**src/rtl/hazard_forward_unit.sv**
```systemverilog
// Forwarding / load-use stall controller: tracks destination registers of the
// NSTAGES in-flight instructions and picks the youngest producer per decode operand.
module hazard_forward_unit #(
   parameter int NSTAGES    = 2,
   parameter int LOAD_READY = 2,
   parameter int REG_W      = 5,
   parameter int SW         = $clog2(NSTAGES + 1)
) (
   input  logic             clk,
   input  logic             reset,
   input  logic             issue_valid,
   input  logic [REG_W-1:0] issue_rs,
   input  logic [REG_W-1:0] issue_rt,
   input  logic [REG_W-1:0] issue_wr,
   input  logic             issue_regwrite,
   input  logic             issue_memread,
   input  logic             flush,
   output logic             stall,
   output logic [SW-1:0]    fwd_sel_a,
   output logic [SW-1:0]    fwd_sel_b,
   output logic [3:0]       pending_writes
);

   typedef struct packed {
      logic             valid;
      logic [REG_W-1:0] wr;
      logic             regwrite;
      logic             memread;
   } entry_t;

   // stage[k] holds the instruction issued k advancing cycles ago
   entry_t stage [1:NSTAGES];

   logic          issue_go;
   logic [SW-1:0] sel_a;
   logic [SW-1:0] sel_b;
   logic          load_a;
   logic          load_b;

   function automatic logic match(entry_t e, logic [REG_W-1:0] r);
      return e.valid && e.regwrite && (e.wr == r) && (r != '0);
   endfunction

   assign issue_go = issue_valid && !stall && !flush;

   // NOTE: the tracking array is a handful of flops, not a RAM, so every entry
   // is cleared by reset; <= keeps the shift ordering independent of statement order.
   always_ff @(posedge clk or posedge reset) begin
      if (reset) begin
         for (int k = 1; k <= NSTAGES; k++) stage[k] <= '0;
      end else begin
         if (issue_go)
            stage[1] <= '{valid: 1'b1, wr: issue_wr, regwrite: issue_regwrite,
                          memread: issue_memread};
         else
            stage[1] <= '0;
         for (int k = 2; k <= NSTAGES; k++) stage[k] <= stage[k-1];
      end
   end

   // NOTE: every comb output gets a default first so no path infers a latch;
   // scanning oldest to youngest lets the youngest match overwrite older ones.
   always_comb begin
      sel_a  = '0;
      sel_b  = '0;
      load_a = 1'b0;
      load_b = 1'b0;
      for (int k = NSTAGES; k >= 1; k--) begin
         if (match(stage[k], issue_rs)) begin
            sel_a  = SW'(k);
            load_a = stage[k].memread && (k < LOAD_READY);
         end
         if (match(stage[k], issue_rt)) begin
            sel_b  = SW'(k);
            load_b = stage[k].memread && (k < LOAD_READY);
         end
      end
   end

   assign stall     = issue_valid && !flush && (load_a || load_b);
   assign fwd_sel_a = (issue_valid && !stall) ? sel_a : '0;
   assign fwd_sel_b = (issue_valid && !stall) ? sel_b : '0;

   always_comb begin
      pending_writes = '0;
      for (int k = 1; k <= NSTAGES; k++)
         pending_writes = pending_writes + 4'(stage[k].valid && stage[k].regwrite);
   end

endmodule

```
**config.mk**
```make
export PLATFORM = sky130hd
export DESIGN_NAME = hazard_forward_unit
export DESIGN_NICKNAME = d
export VERILOG_FILES = /design/src/rtl/hazard_forward_unit.sv
export SDC_FILE = /design/constraint.sdc
export NUM_CORES = 1
export LEC_CHECK = 0
export BUFFER_PORTS_ARGS = -buffer_cell sky130_fd_sc_hd__buf_2
export CAP_MARGIN = 0
export CORE_UTILIZATION = 25
export CTS_CLUSTER_SIZE = 8
export DETAILED_ROUTE_END_ITERATION = 12
export SLEW_MARGIN = 20
export SYNTH_ARGS = -nofsm -noshare
export SYNTH_HDL_FRONTEND = slang
export SYNTH_SLANG_ARGS = --single-unit
```
**constraint.sdc**
```tcl
create_clock -name clk -period 2.35 [get_ports clk]
set_clock_uncertainty 0.05 [all_clocks]
set_input_delay 0.1175 -clock clk [delete_from_list [all_inputs] [get_ports clk]]
set_output_delay 0.1175 -clock clk [all_outputs]
set_load 0.005 [all_outputs]
```
# Yosys cells after proc, flatten, opt, wreduce, memory -nomap -nowiden
# Index checks and enable logic that the tools add are counted.
# totals
output_inout_bits	9
in_bits	21
ff_bits	15
word_cells	40
# op_classes
n_addsub	1
mux	9
n_reduce_logical	19
eq_ne	4
# op_table
operator	n
$eq A5 B5 Y1	4
$logic_and A1 B1 Y1	14
$mux W2	6
$reduce_bool A5 Y1	2
$mux W8	1
$add A1 B1 Y2	1
$logic_not A1 Y1	2
$mux W1	2
$logic_or A1 B1 Y1	1

# Longest topological paths before layout
# logic_depth
word_depth	10
depth_mapped	5
depth_no_buf	5

# Worst setup path before layout
# Ideal clock, no wire load.
# synth_path
path_type	register -> output
start	register stage[12] (netlist name)
end	output port stall
required_time_ns	2.183
setup_slack_ns	0.709
t_arrival_ns	1.474
path_buffers	0
stages_incl_launch_ff	4
path_cell_list	dfrtp_1 > xor2_1 > or4_4 > a2111oi_4
# synth_via
elab_chain_len	6
word_cells_on_any_way	10
classes_between	eq/ne (2); mux (2); reduce/logical (6)
# synth_rtl
item	line_no	text
from (decl)	32	entry_t stage [1:NSTAGES];
$eq A5 B5 Y1	41	return e.valid && e.regwrite && (e.wr == r) && (r != '0);
$logic_and A1 B1 Y1 (2 in a row)	41	
$mux W1, on equally long branches	69, 73	
$logic_or A1 B1 Y1 *	80	assign stall = issue_valid && !flush && (load_a || load_b);
$logic_and A1 B1 Y1 *	80	
to (decl)	18	output logic stall,
# Mark *: on every way between the ends. The rest lies on a longest branch, timed or not.

# Final worst setup path
# Same ends and word-level chain as after synthesis.

==> results.tsv <==
stage	metric	value	unit
run_status	status	complete, no violations	
logic_synthesis	Syn Std Cell Area	833	sq um
logic_synthesis	ys flop type	dfrtp_1	
power_and_ir_drop	leakage	0.516	nW
worst_setup_path	CP max stage delay	0.58	ns
sta	Tmin final	2.14	ns
power_and_ir_drop	P_int	0.374	mW
floorplan	initial core utilization	26.9	%
detailed_routing	via/cell ratio	4.22	
min_path	hold depth	3	
place	HPWL Detailed	1510	microns
clock_tree	Num CTS Buffers	3	
global_route	first-pass GRT wire length	2990	microns
place	Place WS	0.498	ns
clock_tree	CTS Root Cell	clkbuf_4	
final_layout	layout cells sized above 1	31.4	%
sta	unrepaired setup endpoints after global routing	false	
sta	fmax	0.466	GHz
clock_tree	clock sink count	15	
logic_synthesis	Seq/Total Area, Yosys	45.0	%
min_path	WHS Endpoint	stage[13]	
clock_tree	CTS tree	built	
worst_setup_path	Critical Path AT	1.98	ns
power_and_ir_drop	Clk pwr share	28.0	%
global_route	initial antenna violation count	0	
place	port buffer count	27	
clock_tree	worst skew pair latency	0.27	ns
global_route	largest net degree at the start of global routing	16	
worst_setup_path	CP delay by family, top	simple AND/OR/NAND/NOR gates	
global_route	vias in the first global route	706	
sta	worst rel slew slack	64.9	%
final_layout	largest registers	stage (15)	
worst_setup_path	worst-path cell chain	xor2_1, or4_4, a2111oi_4, buf_2	
global_route	GRT Util Overall	11.5	%
floorplan	row count	20	
floorplan	die area	3570	sq um
sta	endpoints failing hold	0	
sta	Final WS setup	0.205	ns
final_layout	Largest Register	stage	
detailed_routing	DR DRC count	0	
run	max-cap viol count	0	
worst_setup_path	Setup crit end kind	output pin	
worst_setup_path	Worst R2R End	stage[13]	
logic_synthesis	register bit count reported by yosys	15	
sta	Final Cycle Share	91.3	%
worst_setup_path	worst reg2reg setup slack	0.62	ns
final_layout	final net count	141	
power_and_ir_drop	sequential share of power	55.3	%
final_layout	Largest register FFs	15	
global_route	grt total ovfl	0	
clock_tree	clock-pin slew on the worst setup and hold paths	0.09	ns
floorplan	DIE HEIGHT	59.7	microns
sta	Worst-Margin Slew	0.526	ns
logic_synthesis	Cells after Synth	81	
sta	max-slew violation count	0	
detailed_routing	DRT iter0 DRCs	9	
power_and_ir_drop	Comb power frac	16.6	%
floorplan	core area	3100	sq um
final_layout	Area Growth Syn to Fin	33.2	%
sta	Setup TNS	0	ns
detailed_routing	TritonRoute pass-1 iters	3	
clock_tree	H-tree Lvls	1	
logic_synthesis	Yosys Warn Count	0	
worst_setup_path	reg2reg path depth	4	
detailed_routing	DRT Wirelength	1760	microns
logic_synthesis	Post-synth EDFFs	0	
clock_tree	clock buffer depth	2	
sta	endpoints failing setup	0	
place	Placer Congestion	0.747	
worst_setup_path	critical path type	register to output pin	
clock_tree	Setup Buffers After CTS	0	
power_and_ir_drop	Pwr Density	450	nW/um^2
min_path	Hold Path Class	input port to register	
detailed_routing	vias post-DR	684	
logic_synthesis	syn_area_per_cell	10.3	sq um
floorplan	chip width	59.7	microns
power_and_ir_drop	VDD IR max	0.338	mV
worst_setup_path	Worst Path Max Fanout	5	
detailed_routing	Antenna Nets Post-Route	0	
min_path	hold_sp	issue_wr[3]	
worst_setup_path	number of buffers and inverters on the critical path	1	
final_layout	post-layout util	35.8	%
power_and_ir_drop	Sw Pwr	0.125	mW
detailed_routing	drt wl/cell	10.8	microns
power_and_ir_drop	Switching Share	25.0	%
logic_synthesis	post-synth cell types	19	
final_layout	diode count	0	
worst_setup_path	reg2reg start	stage[12]	
worst_setup_path	Worst Path Required	2.18	ns
floorplan	Ports	30	
worst_setup_path	slowest cell on the critical path	or4_4	
logic_synthesis	asr flop ratio synth	100	%
worst_setup_path	Setup crit start kind	register	
-- power by group through the flow --
stage,clock network (mW),logic (mW),registers (mW)
floorplan,0,0.0440,0.280
global placement,0,0.0735,0.281
detailed placement,0,0.0751,0.281
CTS,0.147,0.0843,0.276
global route,0.164,0.0929,0.278
finish,0.140,0.0830,0.276
-- synth_stat cells (all sizes together) (2+ instances only) --
master  number  area (sq um)
nand2        9          33.8
xor2         4          35.0
or4          4          37.5
nand4        4          25.0
nor2        12          45.0
o311a        2          22.5
nor4         2          12.5
xnor2       16           140
buf          2          15.0
dfrtp       15           375
inv          4          15.0
-- how the worst max path moves through the flow --
| stage | endpoint | cells past startpoint | start | slack, ns |
|---|---|---|---|---|
| after floorplan | stall | 3 | stage[12] | 0.71 |
| after global placement | stall | 5 | stage[11] | 0.52 |
| after detailed placement | stall | 5 | stage[13] | 0.50 |
| after CTS | stall | 5 | stage[13] | 0.18 |
| after global routing | stall | 5 | stage[10] | 0.07 |
| final | stall | 4 | stage[12] | 0.21 |
-- placed cells by master, fill, tap and decap left out --
cell	n
buf_2	27
xnor2_1	16
dfrtp_1	15
nor2_1	12
nand2_1	9
dlygate4sd3_1	7
inv_1	4
xor2_1	4
nand4_1	4
clkbuf_4	3
or4_1	2
or4_4	2
nor4_1	2
o311a_2	2
conb_1	2
a2111oi_4	1
a21oi_4	1
nor3_1	1
o21ai_0	1
and2_1	1
ha_1	1
clkinv_2	1
-- per-layer routing --
metal	GRT usage [%]	part of all wire (%)	routed length [microns]
met1	12.8	40	711
met2	21.1	55	972
met3	2.16	4.1	72
met4	4.98	0	0
met5	0	0	0
-- tightest hold or removal path, cell delays in order --
cell and delay (ns):
buf_2 0.09, nand2_1 0.05, nor2_1 0.04
-- repair_timing --
item,4_1_cts,5_1_grt
resized for setup,0,0
endpoints found under the hold margin,21,0
hold buffers,7,0
-- cell families (layout without fill, tap and decap cells) --
family,count (synthesis),count (layout),synth area share [%]
AO/OA/AOI/OAI,5,5,8.56
XOR/XNOR,20,20,21.0
adder cells (fa/ha/maj),1,1,1.50
buffers and inverters,6,42,3.60
flip-flops,15,15,45.0
other,1,2,0.450
AND/OR/NAND/NOR,33,33,19.8
-- final cells by class --
class | count | area [sq um]
Clock buffer | 3 | 22.5
Clock inverter | 1 | 5.00
Fill cell | 337 | 1990
Inverter | 4 | 15.0
Multi-Input combinational cell | 61 | 432
Sequential cell | 15 | 375
Tap cell | 44 | 55.1
Timing Repair Buffer | 34 | 205
-- metrics by stage --
stage / cell area, sq um / hold slack, ns / cells / power (mW)
2_1_floorplan: 837 / -0.0310 / 82 / 0.324
5_1_grt: 1110 / 0.0170 / 162 / 0.535
3_3_place_gp: 1010 / 0.127 / 151 / 0.354
4_1_cts: 1110 / 0.00112 / 162 / 0.507
3_5_place_dp: 1010 / 0.136 / 151 / 0.357
6_report: 1110 / 0.0176 / 162 / 0.499
No activity file was read; power rests on OpenSTA's default activity.
